File: src/rtl/lsu_pkg.sv
// Shared encodings for the load/store alignment unit: access sizes,
// controller states and a small size-to-byte-count helper.
package lsu_pkg;

    localparam logic [1:0] SZ_B = 2'd0;
    localparam logic [1:0] SZ_H = 2'd1;
    localparam logic [1:0] SZ_W = 2'd2;
    localparam logic [1:0] SZ_D = 2'd3;

    typedef enum logic [2:0] {
        IDLE = 3'd0,
        B0   = 3'd1,
        B1   = 3'd2,
        WAIT = 3'd3,
        RSP  = 3'd4
    } lsu_state_e;

    // Number of bytes moved by an access of the given size code.
    function automatic logic [3:0] size_bytes(input logic [1:0] sz);
        return 4'd1 << sz;
    endfunction

endpackage

File: src/rtl/lsu_align_if.sv
// Pipeline request/response and data-memory beat signals of lsu_align.
// The slave modport is the alignment unit; the master modport is the
// surrounding environment (pipeline plus memory).
interface lsu_align_if #(
    parameter int XLEN   = 32,
    parameter int ADDR_W = 32
);
    localparam int NB = XLEN / 8;

    logic              req_valid;
    logic              req_ready;
    logic              req_write;
    logic [1:0]        req_size;
    logic              req_unsigned;
    logic [ADDR_W-1:0] req_addr;
    logic [XLEN-1:0]   req_wdata;

    logic              mem_valid;
    logic              mem_ready;
    logic              mem_write;
    logic [ADDR_W-1:0] mem_addr;
    logic [NB-1:0]     mem_be;
    logic [XLEN-1:0]   mem_wdata;
    logic [XLEN-1:0]   mem_rdata;

    logic              resp_valid;
    logic [XLEN-1:0]   resp_rdata;
    logic              resp_err;

    modport slave (
        input  req_valid, req_write, req_size, req_unsigned, req_addr, req_wdata,
        output req_ready,
        output mem_valid, mem_write, mem_addr, mem_be, mem_wdata,
        input  mem_ready, mem_rdata,
        output resp_valid, resp_rdata, resp_err
    );

    modport master (
        output req_valid, req_write, req_size, req_unsigned, req_addr, req_wdata,
        input  req_ready,
        input  mem_valid, mem_write, mem_addr, mem_be, mem_wdata,
        output mem_ready, mem_rdata,
        input  resp_valid, resp_rdata, resp_err
    );

endinterface

File: src/rtl/lsu_extend.sv
// Load data extractor: shifts the two-beat merged read data down to the
// addressed byte, keeps the accessed bytes and sign- or zero-extends them.
module lsu_extend
    import lsu_pkg::*;
#(
    parameter int XLEN  = 32,
    parameter int OFF_W = $clog2(XLEN / 8)
) (
    input  logic [2*XLEN-1:0] merged_i,
    input  logic [OFF_W-1:0]  off_i,
    input  logic [1:0]        size_i,
    input  logic              unsigned_i,
    output logic [XLEN-1:0]   result_o
);

    logic [OFF_W+2:0] shamt_s;
    logic [XLEN-1:0]  lo_s;
    logic [XLEN-1:0]  mask_s;
    logic             sgn_s;

    // Align the addressed byte to bit 0, then mask and extend by size.
    always_comb begin
        shamt_s = {off_i, 3'b000};
        lo_s    = XLEN'(merged_i >> shamt_s);
        case (size_i)
            SZ_B: begin
                mask_s = XLEN'(8'hFF);
                sgn_s  = lo_s[7];
            end
            SZ_H: begin
                mask_s = XLEN'(16'hFFFF);
                sgn_s  = lo_s[15];
            end
            SZ_W: begin
                mask_s = XLEN'(32'hFFFF_FFFF);
                sgn_s  = lo_s[31];
            end
            default: begin
                mask_s = {XLEN{1'b1}};
                sgn_s  = lo_s[XLEN-1];
            end
        endcase
        result_o = (lo_s & mask_s) |
                   ((sgn_s && !unsigned_i) ? ~mask_s : {XLEN{1'b0}});
    end

endmodule

File: src/rtl/lsu_align.sv
// Load/store alignment unit: splits one request of any size at any byte
// address into one or two aligned, byte-enabled memory beats and returns
// merged, extended load data as a one-cycle response pulse.
module lsu_align
    import lsu_pkg::*;
#(
    parameter int XLEN   = 32,
    parameter int ADDR_W = 32
) (
    input  logic      clk,
    input  logic      reset,
    lsu_align_if.slave bus
);

    localparam int NB    = XLEN / 8;
    localparam int OFF_W = $clog2(NB);
    // Doubleword accesses do not exist on a 32-bit datapath.
    localparam logic NO_DBL = (XLEN == 32);

    lsu_state_e        state_q, state_d;
    logic              req_ready_q, req_ready_d;
    logic              mem_valid_q, mem_valid_d;
    logic              mem_write_q, mem_write_d;
    logic [ADDR_W-1:0] mem_addr_q, mem_addr_d;
    logic [NB-1:0]     mem_be_q, mem_be_d;
    logic [XLEN-1:0]   mem_wdata_q, mem_wdata_d;
    logic              resp_valid_q, resp_valid_d;
    logic [XLEN-1:0]   resp_rdata_q, resp_rdata_d;
    logic              resp_err_q, resp_err_d;

    logic [OFF_W-1:0]  off_q, off_d;
    logic [1:0]        size_q, size_d;
    logic              uns_q, uns_d;
    logic              write_q, write_d;
    logic              split_q, split_d;
    logic [ADDR_W-1:0] b1_addr_q, b1_addr_d;
    logic [NB-1:0]     b1_be_q, b1_be_d;
    logic [XLEN-1:0]   b1_wdata_q, b1_wdata_d;
    logic              pend_q, pend_d;
    logic [XLEN-1:0]   beat0_q, beat0_d;

    logic [OFF_W-1:0]  off_s;
    logic [3:0]        nbytes_s;
    logic              split_s;
    logic              err_s;
    logic [ADDR_W-1:0] base_s;
    logic [15:0]       mask16_s;
    logic [2*NB-1:0]   be_full_s;
    logic [2*XLEN-1:0] wsh_s;
    logic [2*XLEN-1:0] merged_s;
    logic [XLEN-1:0]   ext_s;

    // Decode the incoming request into beat addresses, enables and lane data.
    always_comb begin
        off_s     = bus.req_addr[OFF_W-1:0];
        nbytes_s  = size_bytes(bus.req_size);
        split_s   = (5'(off_s) + 5'(nbytes_s)) > 5'(NB);
        err_s     = (bus.req_size == SZ_D) && NO_DBL;
        base_s    = {bus.req_addr[ADDR_W-1:OFF_W], {OFF_W{1'b0}}};
        mask16_s  = (16'd1 << nbytes_s) - 16'd1;
        be_full_s = (2*NB)'(mask16_s << off_s);
        wsh_s     = {{XLEN{1'b0}}, bus.req_wdata} << {off_s, 3'b000};
        merged_s  = split_q ? {bus.mem_rdata, beat0_q} : {{XLEN{1'b0}}, bus.mem_rdata};
    end

    lsu_extend #(.XLEN(XLEN), .OFF_W(OFF_W)) u_extend (
        .merged_i   (merged_s),
        .off_i      (off_q),
        .size_i     (size_q),
        .unsigned_i (uns_q),
        .result_o   (ext_s)
    );

    // Controller: sequence beats, capture beat-0 read data, build the response.
    always_comb begin
        state_d      = state_q;
        mem_valid_d  = mem_valid_q;
        mem_write_d  = mem_write_q;
        mem_addr_d   = mem_addr_q;
        mem_be_d     = mem_be_q;
        mem_wdata_d  = mem_wdata_q;
        resp_rdata_d = resp_rdata_q;
        resp_err_d   = resp_err_q;
        off_d        = off_q;
        size_d       = size_q;
        uns_d        = uns_q;
        write_d      = write_q;
        split_d      = split_q;
        b1_addr_d    = b1_addr_q;
        b1_be_d      = b1_be_q;
        b1_wdata_d   = b1_wdata_q;
        // Beat-0 read data arrives the cycle after its accept, whatever the state.
        pend_d       = (state_q == B0) && bus.mem_ready && !write_q;
        beat0_d      = pend_q ? bus.mem_rdata : beat0_q;

        case (state_q)
            IDLE: begin
                if (bus.req_valid && req_ready_q) begin
                    off_d      = off_s;
                    size_d     = bus.req_size;
                    uns_d      = bus.req_unsigned;
                    write_d    = bus.req_write;
                    split_d    = split_s;
                    b1_addr_d  = base_s + ADDR_W'(NB);
                    b1_be_d    = be_full_s[2*NB-1:NB];
                    b1_wdata_d = wsh_s[2*XLEN-1:XLEN];
                    if (err_s) begin
                        state_d      = RSP;
                        resp_rdata_d = {XLEN{1'b0}};
                        resp_err_d   = 1'b1;
                    end else begin
                        state_d     = B0;
                        mem_valid_d = 1'b1;
                        mem_write_d = bus.req_write;
                        mem_addr_d  = base_s;
                        mem_be_d    = be_full_s[NB-1:0];
                        mem_wdata_d = wsh_s[XLEN-1:0];
                    end
                end else begin
                    state_d = IDLE;
                end
            end
            B0: begin
                if (bus.mem_ready) begin
                    if (split_q) begin
                        state_d     = B1;
                        mem_addr_d  = b1_addr_q;
                        mem_be_d    = b1_be_q;
                        mem_wdata_d = b1_wdata_q;
                    end else if (write_q) begin
                        state_d      = RSP;
                        mem_valid_d  = 1'b0;
                        mem_write_d  = 1'b0;
                        mem_be_d     = {NB{1'b0}};
                        resp_rdata_d = {XLEN{1'b0}};
                        resp_err_d   = 1'b0;
                    end else begin
                        state_d     = WAIT;
                        mem_valid_d = 1'b0;
                        mem_be_d    = {NB{1'b0}};
                    end
                end else begin
                    state_d = B0;
                end
            end
            B1: begin
                if (bus.mem_ready) begin
                    mem_valid_d = 1'b0;
                    mem_write_d = 1'b0;
                    mem_be_d    = {NB{1'b0}};
                    if (write_q) begin
                        state_d      = RSP;
                        resp_rdata_d = {XLEN{1'b0}};
                        resp_err_d   = 1'b0;
                    end else begin
                        state_d = WAIT;
                    end
                end else begin
                    state_d = B1;
                end
            end
            WAIT: begin
                state_d      = RSP;
                resp_rdata_d = ext_s;
                resp_err_d   = 1'b0;
            end
            RSP: begin
                state_d = IDLE;
            end
            default: begin
                state_d     = IDLE;
                mem_valid_d = 1'b0;
            end
        endcase

        req_ready_d  = (state_d == IDLE);
        resp_valid_d = (state_d == RSP);
    end

    // State, output and request-context registers with asynchronous reset.
    always_ff @(posedge clk or posedge reset) begin
        if (reset) begin
            state_q      <= IDLE;
            req_ready_q  <= 1'b1;
            mem_valid_q  <= 1'b0;
            mem_write_q  <= 1'b0;
            mem_addr_q   <= {ADDR_W{1'b0}};
            mem_be_q     <= {NB{1'b0}};
            mem_wdata_q  <= {XLEN{1'b0}};
            resp_valid_q <= 1'b0;
            resp_rdata_q <= {XLEN{1'b0}};
            resp_err_q   <= 1'b0;
            off_q        <= {OFF_W{1'b0}};
            size_q       <= 2'd0;
            uns_q        <= 1'b0;
            write_q      <= 1'b0;
            split_q      <= 1'b0;
            b1_addr_q    <= {ADDR_W{1'b0}};
            b1_be_q      <= {NB{1'b0}};
            b1_wdata_q   <= {XLEN{1'b0}};
            pend_q       <= 1'b0;
            beat0_q      <= {XLEN{1'b0}};
        end else begin
            state_q      <= state_d;
            req_ready_q  <= req_ready_d;
            mem_valid_q  <= mem_valid_d;
            mem_write_q  <= mem_write_d;
            mem_addr_q   <= mem_addr_d;
            mem_be_q     <= mem_be_d;
            mem_wdata_q  <= mem_wdata_d;
            resp_valid_q <= resp_valid_d;
            resp_rdata_q <= resp_rdata_d;
            resp_err_q   <= resp_err_d;
            off_q        <= off_d;
            size_q       <= size_d;
            uns_q        <= uns_d;
            write_q      <= write_d;
            split_q      <= split_d;
            b1_addr_q    <= b1_addr_d;
            b1_be_q      <= b1_be_d;
            b1_wdata_q   <= b1_wdata_d;
            pend_q       <= pend_d;
            beat0_q      <= beat0_d;
        end
    end

    assign bus.req_ready  = req_ready_q;
    assign bus.mem_valid  = mem_valid_q;
    assign bus.mem_write  = mem_write_q;
    assign bus.mem_addr   = mem_addr_q;
    assign bus.mem_be     = mem_be_q;
    assign bus.mem_wdata  = mem_wdata_q;
    assign bus.resp_valid = resp_valid_q;
    assign bus.resp_rdata = resp_rdata_q;
    assign bus.resp_err   = resp_err_q;

endmodule

File: src/flat_wrapper.sv
// flat-port wrapper written by rule: the top's interface ports become plain ports
module lsu_align_flat import lsu_pkg::*;
#(
    parameter int XLEN   = 32,
    parameter int ADDR_W = 32
)
  (clk, reset, bus_req_valid, bus_req_write, bus_req_size, bus_req_unsigned, bus_req_addr, bus_req_wdata, bus_req_ready, bus_mem_valid, bus_mem_write, bus_mem_addr, bus_mem_be, bus_mem_wdata, bus_mem_ready, bus_mem_rdata, bus_resp_valid, bus_resp_rdata, bus_resp_err);
  lsu_align_if #(.XLEN(XLEN), .ADDR_W(ADDR_W)) bus_i ();
  input  logic clk;
  input  logic reset;
  input wire logic [$bits(bus_i.req_valid)-1:0] bus_req_valid;
  input wire logic [$bits(bus_i.req_write)-1:0] bus_req_write;
  input wire logic [$bits(bus_i.req_size)-1:0] bus_req_size;
  input wire logic [$bits(bus_i.req_unsigned)-1:0] bus_req_unsigned;
  input wire logic [$bits(bus_i.req_addr)-1:0] bus_req_addr;
  input wire logic [$bits(bus_i.req_wdata)-1:0] bus_req_wdata;
  output wire logic [$bits(bus_i.req_ready)-1:0] bus_req_ready;
  output wire logic [$bits(bus_i.mem_valid)-1:0] bus_mem_valid;
  output wire logic [$bits(bus_i.mem_write)-1:0] bus_mem_write;
  output wire logic [$bits(bus_i.mem_addr)-1:0] bus_mem_addr;
  output wire logic [$bits(bus_i.mem_be)-1:0] bus_mem_be;
  output wire logic [$bits(bus_i.mem_wdata)-1:0] bus_mem_wdata;
  input wire logic [$bits(bus_i.mem_ready)-1:0] bus_mem_ready;
  input wire logic [$bits(bus_i.mem_rdata)-1:0] bus_mem_rdata;
  output wire logic [$bits(bus_i.resp_valid)-1:0] bus_resp_valid;
  output wire logic [$bits(bus_i.resp_rdata)-1:0] bus_resp_rdata;
  output wire logic [$bits(bus_i.resp_err)-1:0] bus_resp_err;
  assign bus_i.req_valid = bus_req_valid;
  assign bus_i.req_write = bus_req_write;
  assign bus_i.req_size = bus_req_size;
  assign bus_i.req_unsigned = bus_req_unsigned;
  assign bus_i.req_addr = bus_req_addr;
  assign bus_i.req_wdata = bus_req_wdata;
  assign bus_req_ready = bus_i.req_ready;
  assign bus_mem_valid = bus_i.mem_valid;
  assign bus_mem_write = bus_i.mem_write;
  assign bus_mem_addr = bus_i.mem_addr;
  assign bus_mem_be = bus_i.mem_be;
  assign bus_mem_wdata = bus_i.mem_wdata;
  assign bus_i.mem_ready = bus_mem_ready;
  assign bus_i.mem_rdata = bus_mem_rdata;
  assign bus_resp_valid = bus_i.resp_valid;
  assign bus_resp_rdata = bus_i.resp_rdata;
  assign bus_resp_err = bus_i.resp_err;
  lsu_align #(.XLEN(XLEN), .ADDR_W(ADDR_W)) u_core (.clk(clk), .reset(reset), .bus(bus_i));
endmodule
File: config.mk
export PLATFORM = sky130hd
export DESIGN_NAME = lsu_align_flat
export DESIGN_NICKNAME = d
export VERILOG_FILES = /design/src/rtl/lsu_pkg.sv /design/src/rtl/lsu_align_if.sv /design/src/rtl/lsu_extend.sv /design/src/rtl/lsu_align.sv /design/src/flat_wrapper.sv
export SDC_FILE = /design/constraint.sdc
export NUM_CORES = 1
export LEC_CHECK = 0
export ABC_AREA = 1
export CORE_MARGIN = 4
export CORE_UTILIZATION = 53
export CTS_BUF_LIST = sky130_fd_sc_hd__clkbuf_4 sky130_fd_sc_hd__clkbuf_8 sky130_fd_sc_hd__clkbuf_16
export DETAILED_ROUTE_END_ITERATION = 8
export PLACE_DENSITY = 0.81
export SLEW_MARGIN = 40
export SYNTH_ARGS = -nofsm -noshare
export SYNTH_HDL_FRONTEND = slang
export SYNTH_SLANG_ARGS = --single-unit
File: constraint.sdc
create_clock -name clk -period 7.95 [get_ports clk]
set_input_delay 1.59 -clock clk [delete_from_list [all_inputs] [get_ports clk]]
set_output_delay 1.59 -clock clk [all_outputs]
set_load 0.05 [all_outputs]
Word level (Yosys, flattened, before mapping)
Index checks and enable logic that the tools add are counted.

Muxes and demuxes: 53. Shifts and indexed selects: 5. Bitwise logic cells: 4. $lt $le $gt $ge: 1. Multipliers: 0. Reduce and logical (&&, ||, !) cells: 19. Divide/modulo/power cells: 0. Add/sub/neg operators: 3. Equality and inequality tests: 15.

Operators with widths (count): $mux W32 (15); $pmux W32 S2 (3); $pmux W32 S4 (1); $mux W64 (1); $shl A32 B5 Y64 (1); $shr A64 B5 Y32 (1); $add A32 B3 Y32 const B (1); $and A32 B32 Y32 (1); $not A32 Y32 (1); $or A32 B32 Y32 (1); $mux W4 (5); $mux W3 (6); $mux W1 (16); $shl A1 B4 Y16 const A (1); $shl A16 B2 Y8 (1); $sub A16 B1 Y16 const B (1); $pmux W3 S4 (1); $pmux W4 S3 (1); $reduce_and A6 Y1 (2); $reduce_and A5 Y1 (2); $ne A2 B1 Y1 const B (4); $ne A2 B2 Y1 const B (4); $pmux W1 S4 (2); $reduce_and A7 Y1 (1); 20 further kinds (27).

Bits of input ports: 104. Bits in latches: 0. Memories: 0. Memory bits (read-only): 0. Word-level logic and storage cells: 120. Output and inout bits: 105. Bits in registers: 216. Bits in writable memories: 0.

Depth between registers and ports, before layout
Depth after elaboration: 7. Mapped depth: 11. Mapped depth without buffers: 10.

By module
Synthesis repeated with hierarchy kept, for this count alone.

Cell total of the unflattened synthesis: 1695. Area total of the unflattened synthesis: 11617.4 um^2.

By module, submodules not included: lsu_align (area each 10567.6 um^2, instances 1, seq. area each 5106.1 um^2, cells an instance 1467); lsu_extend (area each 1049.8 um^2, instances 1, seq. area each 0.0 um^2, cells an instance 228).

Worst setup path before layout
Ideal clock, no wire load.

Path type: input port to flip-flop. From: input bus_req_size[1]. To: register u_core.split_q. Arrival time: 2.747 ns. Path buffers: 1. Stages on the path: 8. Data required time: 7.819 ns. Setup time: 0.131 ns. Path slack: 5.072 ns. Cell sequence: clkbuf_1 nor2_1 ha_1 fa_1 inv_1 nor2_1 o22ai_1 o211ai_1.

Word-level cells in the longest chain between the ends: 3.

RTL lines: from (decl) (line flat_wrapper.sv:13) `input wire logic [$bits(bus_i.req_size)-1:0] bus_req_size;`; $shl A1 B2 Y4 (line lsu_pkg.sv:20) `return 4'd1 << sz;`; $add A2 B4 Y5 (line lsu_align.sv:57) `split_s = (5'(off_s) + 5'(nbytes_s)) > 5'(NB);`; $gt A5 B3 Y1 (line lsu_align.sv:57); to (signal assigned) (line lsu_align.sv:218) `split_q <= split_d;`; to (decl) (line lsu_align.sv:35) `logic split_q, split_d;`.

Every way passes these cells. A chain may end at the register's enable or synchronous reset.

Worst setup path in the final report
From: input bus_req_size[1]. To: register u_core.mem_addr_q[25] (netlist: u_core.bus.mem_addr[25]).

Word-level cells in the longest chain between the ends: 3.

RTL lines: $eq A2 B2 Y1 (line lsu_align.sv:58) `err_s = (bus.req_size == SZ_D) && NO_DBL;`; $ne A2 B2 Y1 (no line); $reduce_and A5 Y1 (no line); to (signal assigned) (line lsu_align.sv:187) `mem_addr_q <= {ADDR_W{1'b0}};`; to (signal assigned) (line lsu_align.sv:208) `mem_addr_q <= mem_addr_d;`; to (decl) (line lsu_align.sv:24) `logic [ADDR_W-1:0] mem_addr_q, mem_addr_d;`.

Every way passes these cells.

==> results.md <==
- Status: finished clean
- Drt drc: 0
- WL/cell: 16.6 um
- Async SR Flop Fraction: 100%
- CTS max path bufs: 3
- Die ar.: 23600 um^2
- Vias post-DR: 11175
- Sequential Area: 5110 um^2
- Vias in the first global route: 10791
- GP Congestion: 0.908
- Distinct cells, synth: 36
- Post-synth EDFFs: 0
- Pwr Density: 431 nW/um^2
- Postcts setup bufs: 0
- Setup CP Type: in -> reg
- Initial antenna violation count: 1
- CTS resizes: 0
- Max_slew headroom: 43.2%
- Clk_lat worst skew: 0.50 ns
- Pin count of the biggest net entering global routing: 142
- H-tree level count: 1
- Max Slew Vio Count: 0
- Max-Cap Viols: 0
- Critical Path RT: 8.34 ns
- Fraction of layout cells with a size suffix above 1: 4.53%
- Die X: 154 um
- Endpoints failing hold: 0
- Netlist Area Pre-Place: 11200 um^2
- Syn-to-layout area delta: 25.5%
- CTS sink count: 204
- Nets: 1835
- Worst Setup End Kind: register
- Peak VDD IR: 0.000261 V
- Cts hold-fix bufs: 0
- ANT cells: 0
- Initial drt markers: 993
- Static Leak: 6.91 nW
- IO Port Bufs: 206
- Filler cells: 1779
- DR vias/cell: 5.54
- Most common cell after layout, fill and taps aside: nand2_1
- TritonCTS clock tree: done
- Design Area, Final: 14100 um^2
- Most used DFF post-synth: dfrtp_1
- Post-DP HPWL: 22.8 mm
- Final hold slack: 0.478 ns
- DR pass1 iterations: 5
- Worst Hold Class: reg -> reg
- Cells after Synth: 1576
- Footprint of the multi-input gates: 5210 um^2
- Placed Area: 13300 um^2
- Crit path launch type: input port
- Ys Warns: 0
- Io pins: 209
- Minimum clock period: 3.65 ns
- Max FO, Critical Path: 71
- DIE HEIGHT: 154 um
- RSZ-0062 raised after global routing: false
- Total power: 0.00608 W
- Initial Util: 53.6%
- Worst Path Arrival: 4.04 ns
- First-pass GRT wire length: 54.4 mm
- Cts bufs inserted: 22
- Final setup fails: 0
- Overall Global Routing Usage: 27.6%
- Most frequent cells in the layout: nand2_1 (612), clkdlybuf4s50_1 (205), dfrtp_1 (202)
- Post-Route WL: 33.4 mm
- Synth Register Bits: 204
- Clk slew on worst S/H paths: 0.06 ns
- Clock Tree Root: clkbuf_16
- Register area share after synthesis: 45.4%
- Tightest Pin Transition: 0.846 ns
- Core area: 21000 um^2
- Clock skew: 0.00740 ns
- Row count: 53
- Crit share post-route: 45.9%
- Fmax: 0.274 GHz
- Grt ovf: 0
- Setup TNS: 0 ns
- Post-route ant nets: 0
- Syn avg cell area: 7.13 um^2
-- synth_stat cells, types with 11 or more instances --
library cell,n,area (um^2)
o21ai_1,11,55.1
inv_1,127,477
o22ai_1,39,244
buf_2,31,155
o211ai_1,19,143
nor2_1,97,364
a21oi_1,46,230
nand2_1,613,2300
mux2_2,11,124
nand3_1,115,576
buf_4,12,90.1
nor3_1,15,75.1
clkbuf_1,41,154
o21ai_0,131,656
dfrtp_1,203,5080
-- where the power goes --
| group | internal (W) | switching (W) |
|---|---|---|
| Combinational | 0.000967 | 0.00221 |
| Sequential | 0.00150 | 0.000303 |
| Clock | 0.000671 | 0.000432 |
-- per-stage QoR --
step	utilization, %	setup slack (ns)	std cells
5_1_grt	67.3	4.10	2018
4_1_cts	67.2	4.34	2018
6_report	67.3	4.30	2018
3_5_place_dp	63.5	3.81	1978
3_3_place_gp	63.4	3.72	1978
2_1_floorplan	-	0.794	1577
-- final cells by class --
| type | instances | area share, % |
|---|---|---|
| clock buffer | 25 | 4.23 |
| clock inverter | 15 | 1.33 |
| inverter | 135 | 3.72 |
| multi-input combinational | 1149 | 36.9 |
| sequential | 204 | 36.2 |
| tap | 275 | 2.44 |
| timing repair buffer | 215 | 15.1 |
-- critical path, cell delays in order --
cell	delay, ns
clkdlybuf4s50_1	0.62
nand2_1	0.19
nor2_1	0.19
nor3_2	0.07
nand2_2	0.05
buf_4	0.55
inv_4	0.41
nand2_1	0.18
nand2_1	0.06
-- per-layer routing --
metal | routed length, um | part of all wire, % | global-route usage [%] | vias to the layer above
met1 | 14000 | 42 | 37.6 | 5171
met3 | 2780 | 8.3 | 4.78 | 86
met2 | 15300 | 46 | 44.1 | 542
li1 | - | - | - | 5374
met5 | 13 | 0.039 | 0 | -
met4 | 1330 | 4.0 | 10.9 | 2
-- cells by family (layout without fill, tap and decap cells) --
logic type | after synthesis | count (layout) | share of synthesized area, %
buf+inv | 224 | 390 | 8.30
other cells | 1 | 2 | 0.0334
compound gates | 263 | 263 | 12.9
xor+xnor | 10 | 10 | 0.779
mux | 19 | 19 | 1.82
simple gates | 851 | 851 | 30.2
fa+ha+maj | 4 | 4 | 0.512
flops | 204 | 204 | 45.4
-- flip-flops by register name, summed over array words and instances, names as in the netlist, 3 cells and up --
name / flops
u_core.bus.resp_rdata: 32
u_core.b1_be_q: 4
u_core.beat0_q: 32
u_core.state_q: 3
u_core.b1_wdata_q: 24
u_core.bus.mem_be: 4
u_core.bus.mem_addr: 30
u_core.bus.mem_wdata: 32
u_core.b1_addr_q: 30
-- path summary, 6_finish.rpt --
| path | from | end | slack (ns) | cells past startpoint |
|---|---|---|---|---|
| max reg2reg | u_core.state_q[2]$_DFF_PP0_ | u_core.bus.mem_addr[25]$_DFFE_PP0P_ | 4.67 | 11 |
| min | u_core.bus.resp_rdata[8]$_DFFE_PP0P_ | u_core.bus.resp_rdata[8]$_DFFE_PP0P_ | 0.48 | 2 |
| min reg2reg | u_core.bus.resp_rdata[8]$_DFFE_PP0P_ | u_core.bus.resp_rdata[8]$_DFFE_PP0P_ | 0.48 | 2 |
| max in group asynchronous | reset | u_core.bus.mem_addr[2]$_DFFE_PP0P_ | 5.15 | 3 |
| max | bus_req_size[1] | u_core.bus.mem_addr[25]$_DFFE_PP0P_ | 4.30 | 9 |
| min in group asynchronous | reset | u_core.beat0_q[21]$_DFFE_PP0P_ | 1.66 | 2 |
Power figures use the tool's default switching activity.
